**src/rtl/tdm_demux4.sv**
```systemverilog
// Receive-side 4-slot TDM demultiplexer: aligns on frame_sync, collects one frame
// in shadow registers and publishes all four channel words together.
module tdm_demux4 #(
  parameter int WIDTH     = 8,
  parameter int CNT_WIDTH = 8
) (
  input  logic                 clk,
  input  logic                 reset,
  input  logic                 in_valid,
  input  logic [WIDTH-1:0]     din,
  input  logic                 frame_sync,
  output logic [WIDTH-1:0]     out0,
  output logic [WIDTH-1:0]     out1,
  output logic [WIDTH-1:0]     out2,
  output logic [WIDTH-1:0]     out3,
  output logic                 frame_valid,
  output logic                 locked,
  output logic                 sync_error,
  output logic [CNT_WIDTH-1:0] frame_count
);

  typedef enum logic {
    HUNT   = 1'b0,
    LOCKED = 1'b1
  } state_t;

  state_t               state_q, state_d;
  logic [1:0]           slot_q, slot_d;
  logic [WIDTH-1:0]     shadow0_q, shadow0_d;
  logic [WIDTH-1:0]     shadow1_q, shadow1_d;
  logic [WIDTH-1:0]     shadow2_q, shadow2_d;
  logic [WIDTH-1:0]     out0_q, out0_d;
  logic [WIDTH-1:0]     out1_q, out1_d;
  logic [WIDTH-1:0]     out2_q, out2_d;
  logic [WIDTH-1:0]     out3_q, out3_d;
  logic                 frame_valid_q, frame_valid_d;
  logic                 sync_error_q, sync_error_d;
  logic                 locked_q, locked_d;
  logic [CNT_WIDTH-1:0] frame_count_q, frame_count_d;

  always_comb begin
    // NOTE: every signal gets a hold/default value first so no path leaves it unassigned (no latches).
    state_d       = state_q;
    slot_d        = slot_q;
    shadow0_d     = shadow0_q;
    shadow1_d     = shadow1_q;
    shadow2_d     = shadow2_q;
    out0_d        = out0_q;
    out1_d        = out1_q;
    out2_d        = out2_q;
    out3_d        = out3_q;
    frame_count_d = frame_count_q;
    frame_valid_d = 1'b0;
    sync_error_d  = 1'b0;

    if (in_valid) begin
      unique case (state_q)
        HUNT: begin
          if (frame_sync) begin
            shadow0_d = din;
            slot_d    = 2'd1;
            state_d   = LOCKED;
          end
        end
        LOCKED: begin
          if (frame_sync) begin
            // A sync mid-frame restarts the frame at this beat; earlier slots are simply overwritten later.
            sync_error_d = (slot_q != 2'd0);
            shadow0_d    = din;
            slot_d       = 2'd1;
          end else if (slot_q == 2'd0) begin
            sync_error_d = 1'b1;
            slot_d       = 2'd0;
            state_d      = HUNT;
          end else begin
            unique case (slot_q)
              2'd1: shadow1_d = din;
              2'd2: shadow2_d = din;
              default: begin
                // Slot 3 bypasses the shadow so the frame publishes one clock after its last beat.
                out0_d        = shadow0_q;
                out1_d        = shadow1_q;
                out2_d        = shadow2_q;
                out3_d        = din;
                frame_valid_d = 1'b1;
                frame_count_d = frame_count_q + 1'b1;
              end
            endcase
            slot_d = slot_q + 2'd1;
          end
        end
        default: state_d = HUNT;
      endcase
    end

    locked_d = (state_d == LOCKED);
  end

  // NOTE: sequential state uses non-blocking assignments only; the shadow registers are
  // cleared on reset too, so a discarded partial frame can never leak out.
  always_ff @(posedge clk) begin
    if (reset) begin
      state_q       <= HUNT;
      slot_q        <= 2'd0;
      shadow0_q     <= '0;
      shadow1_q     <= '0;
      shadow2_q     <= '0;
      out0_q        <= '0;
      out1_q        <= '0;
      out2_q        <= '0;
      out3_q        <= '0;
      frame_valid_q <= 1'b0;
      sync_error_q  <= 1'b0;
      locked_q      <= 1'b0;
      frame_count_q <= '0;
    end else begin
      state_q       <= state_d;
      slot_q        <= slot_d;
      shadow0_q     <= shadow0_d;
      shadow1_q     <= shadow1_d;
      shadow2_q     <= shadow2_d;
      out0_q        <= out0_d;
      out1_q        <= out1_d;
      out2_q        <= out2_d;
      out3_q        <= out3_d;
      frame_valid_q <= frame_valid_d;
      sync_error_q  <= sync_error_d;
      locked_q      <= locked_d;
      frame_count_q <= frame_count_d;
    end
  end

  assign out0        = out0_q;
  assign out1        = out1_q;
  assign out2        = out2_q;
  assign out3        = out3_q;
  assign frame_valid = frame_valid_q;
  assign sync_error  = sync_error_q;
  assign locked      = locked_q;
  assign frame_count = frame_count_q;

endmodule

```
**config.mk**
```make
export PLATFORM = sky130hd
export DESIGN_NAME = tdm_demux4
export DESIGN_NICKNAME = d
export VERILOG_FILES = /design/src/rtl/tdm_demux4.sv
export SDC_FILE = /design/constraint.sdc
export NUM_CORES = 1
export LEC_CHECK = 0
export ABC_CLOCK_PERIOD_IN_PS = 1800
export CORE_MARGIN = 1.5
export CORE_UTILIZATION = 40
export DETAILED_ROUTE_END_ITERATION = 6
export GPL_TIMING_DRIVEN = 1
export PLACE_DENSITY = 0.71
export SLEW_MARGIN = 10
export SYNTH_ARGS = -nofsm -noshare
export SYNTH_HDL_FRONTEND = slang
export SYNTH_SLANG_ARGS = --single-unit
```
**constraint.sdc**
```tcl
create_clock -name clk -period 1.8 [get_ports clk]
set_clock_uncertainty 0.2 [all_clocks]
set_input_delay 0.27 -clock clk [delete_from_list [all_inputs] [get_ports clk]]
set_output_delay 0.27 -clock clk [all_outputs]
set_load 0.05 [all_outputs]
```
==> flow_summary.rst <==
.. list-table::
   :header-rows: 1

   * - Metric
     - Value
   * - Worst R2R End
     - frame_count[7]
   * - Primary flip-flop cell chosen by synthesis mapping
     - dfxtp_1
   * - Overall die height
     - 83.8 um
   * - CTS clk-pin slew, worst paths
     - 0.07 ns
   * - Synth Net Count
     - 340
   * - Cell with the biggest individual delay on the critical path
     - mux2_2
   * - Number of sinks on the clock net
     - 69
   * - Clock latency on the worst-skew pair
     - 0.34 ns
   * - Total power density per cell area
     - 930 nW/um2
   * - Number of cells traversed by the worst hold path
     - 2
   * - Filler cells
     - 579
   * - Arrival time of the worst setup path
     - 1.74 ns
   * - Register bit total from synthesis
     - 69
   * - Crit path required time
     - 1.83 ns
   * - Top metal layer carrying routed signals
     - met4
   * - Wirelength per Cell
     - 12.6 um
   * - Worst Min Path Start
     - reset
   * - RSZ-0062 raised after global routing
     - false
   * - Row Count
     - 29
   * - Crit path max-delay family
     - simple AND/OR/NAND/NOR gates
   * - Global-route usage over all layers
     - 0.173
   * - Max Transition Viols Final
     - 0
   * - Initial drt markers
     - 122
   * - Total number of nets in the final design
     - 399
   * - Horizontal extent of the die
     - 83.8 um
   * - Number of warning messages in the yosys log
     - 0
   * - Ports
     - 55
   * - Initial cell density of the core
     - 0.413
   * - Count of inserted antenna diode cells
     - 0
   * - Share of flip-flops with an asynchronous set or reset after synthesis
     - 0
   * - Antenna violations before repair
     - 0
   * - Count of buffering cells on the critical path with inverters included
     - 0
   * - Metal1 wirelength
     - 2.56 mm
   * - Routed wl met3
     - 330 um
   * - Leakage
     - 1.32 nW
   * - Clock root cell
     - clkbuf_8
   * - Via count
     - 2313
   * - Detailed Routing Iterations Pass 1
     - 5
   * - Maximum number of pins on one net before global-route repair
     - 40
   * - Setup slack of the most critical reg-to-reg path
     - 0.09 ns
   * - Maximum Capacitance Violations
     - 0
   * - Maximum fanout encountered on the critical timing path
     - 8
   * - Buffer depth of the longest clock path
     - 2
   * - Clock buffer count from CTS
     - 9
   * - Area of the core
     - 6310 um2
   * - First-pass GRT wire length
     - 9.70 mm
   * - Start-to-end type of the worst setup path
     - reg2reg
   * - Number of instances in the synthesized netlist
     - 321
   * - Routed met2 length
     - 2.81 mm
   * - Final number of setup-violating endpoints
     - 0
   * - Worst min-delay path category
     - in2reg
   * - Final hold violation count
     - 0
   * - Final weighted congestion of routability-driven global placement
     - 0.813
   * - Clock period minus worst slack
     - 1.71 ns
   * - Worst VDD drop
     - 0.502 mV
   * - Post-synthesis to final-layout area growth
     - 33.7%
   * - Total design power
     - 3.24 mW
   * - Post-route DRC violation count
     - 0
   * - Final Core Density
     - 0.552
   * - Remaining global-route overflow
     - 0
   * - HPWL Detailed
     - 4.03 mm
   * - Period utilization
     - 0.950
   * - CTS H-Tree Depth
     - 3
   * - Number of distinct standard cells referenced by the synthesized netlist
     - 30
   * - Cell Area, Synth
     - 2610 um2
   * - Reg-to-reg critical path startpoint
     - slot_q[0]
   * - Number of enable flip-flop cells after synthesis
     - 0
   * - Hold-critical path endpoint
     - out2[1]
   * - Slew at the pin with the worst max-slew slack
     - 0.291 ns
   * - Cell-by-cell trace of the critical path
     - ha_2 > nand4b_4 > nor4_1 > mux2_2
   * - Post-detailed-route via-to-cell ratio
     - 5.01
   * - Run status
     - finished, final reports clean
   * - Number of input and output port buffers inserted
     - 54
   * - Post-DRT Antenna Nets
     - 0
   * - Max Clk Rate
     - 585 MHz
   * - Critical path's largest stage delay
     - 0.36 ns
   * - Register-to-Register Path Depth
     - 4
   * - TritonCTS clock tree
     - yes
   * - Layout cell share with drive strength beyond 1
     - 0.223
   * - Number of hold buffers added after CTS
     - 0
   * - Startpoint Class
     - register
   * - Area of the die
     - 7020 um2
   * - Average cell area after synthesis
     - 8.13 um2
   * - Total routed wirelength
     - 5.83 mm
   * - Number of global-route vias before repair
     - 2143
   * - Share of the yosys chip area belonging to registers
     - 0.529
   * - Worst-case headroom to the max-slew limit
     - 0.806
   * - Nature of the critical path endpoint
     - register
## logic make-up after synthesis
family | synth area share
AND/OR/NAND/NOR | 0.235
AO/OA/AOI/OAI | 0.143
flip-flops | 0.529
buffers and inverters | 0.0513
adder cells (fa/ha/maj) | 0.0336
XOR/XNOR | 0.00336
multiplexers | 0.00432
## synth_stat cells, types with 2 or more instances
library cell / count / area (um2)
a21oi_1: 62 / 310
and4_1: 2 / 17.5
inv_1: 8 / 30.0
nand2_1: 117 / 439
ha_1: 7 / 87.6
clkbuf_1: 11 / 41.3
nor2_1: 4 / 15.0
o31ai_1: 2 / 15.0
o32ai_1: 2 / 17.5
nor2b_1: 2 / 12.5
or3_1: 4 / 25.0
buf_2: 8 / 40.0
nand4_1: 3 / 18.8
dfxtp_1: 69 / 1380
nand3_1: 2 / 10.0
or4_1: 2 / 15.0
o21ai_0: 3 / 15.0
## routing by layer
metal | global-route usage | vias to the layer above
met2 | 0.284 | 62
met4 | 0.0879 | 0
met5 | 0 | -
met3 | 0.0415 | 12
li1 | - | 1182
met1 | 0.213 | 1057
## area by class of cell
type,instances,area (um2),area share
Clock inverter,5,106,0.0305
Timing Repair Buffer,70,611,0.175
Multi-Input combinational cell,222,1110,0.320
Tap cell,77,96.3,0.0276
Clock buffer,11,141,0.0405
Sequential cell,69,1390,0.398
Inverter,8,30.0,0.00861
## through the flow
step / worst slack, ns / setup TNS, ns / instance area (um2) / cells / hold slack, ns
CTS: 0.0214 / 0 / 3460 / 461 / 0.0910
floorplan: -0.00181 / -0.00181 / 2610 / 321 / 0.206
global route: 0.0100 / 0 / 3490 / 462 / 0.104
detailed placement: -0.170 / -6.53 / 3210 / 445 / 0.248
finish: 0.0893 / 0 / 3490 / 462 / 0.0967
global placement: -0.157 / -5.04 / 3210 / 445 / 0.238
## what timing repair did
| item | in CTS | in global routing |
|---|---|---|
| buffers inserted | 0 | 1 |
| gates resized for setup | 2 | 6 |
| endpoints found under the setup margin | 8 | 20 |
## sequential cells by signal (all words and copies together), names as in the netlist
name and count:
out2 8, locked 1, out3 8, shadow2_q 8, out1 8, out0 8
shadow0_q 8, shadow1_q 8, slot_q 2, sync_error 1, frame_valid 1, frame_count 8
## worst register-to-register path, cell delays in order (launching register included)
cell and delay, ns:
dfxtp_2 0.35, ha_2 0.21, nand4b_4 0.15, nor4_1 0.32, mux2_2 0.37
## power breakdown
part | switching [mW] | internal [mW] | total [mW]
clock network | 0.581 | 0.964 | 1.54
logic | 0.0866 | 0.0648 | 0.151
registers | 0.00807 | 1.54 | 1.55
## worst max-delay path by stage
| stage | from | to | slack, ns | cells past startpoint |
|---|---|---|---|---|
| CTS | slot_q[0] | shadow1_q[5] | 0.02 | 8 |
| global route | slot_q[1] | frame_count[4] | 0.01 | 5 |
| detailed placement | in_valid | frame_count[7] | -0.17 | 4 |
| global placement | in_valid | frame_count[7] | -0.16 | 4 |
| floorplan | locked | frame_count[7] | -0.002 | 4 |
| finish | slot_q[0] | frame_count[7] | 0.09 | 4 |
## cells in the final DEF (no fill, tap or decap), types with 2 or more instances in the layout
cell,synthesis,routed
clkdlybuf4s50_1,0,10
or3_1,4,4
clkbuf_8,0,10
dfxtp_1,69,64
ha_1,7,5
nand3_1,2,2
o31ai_1,2,2
inv_1,8,8
nor2_1,4,4
nand2_1,117,117
nor2b_1,2,2
o32ai_1,2,2
buf_4,1,54
or4_1,2,2
a21oi_1,62,61
o21ai_0,3,3
nand4_1,3,3
dfxtp_2,0,5
buf_12,0,5
bufinv_16,0,3
Note: power is estimated with default switching activity, not from simulation.
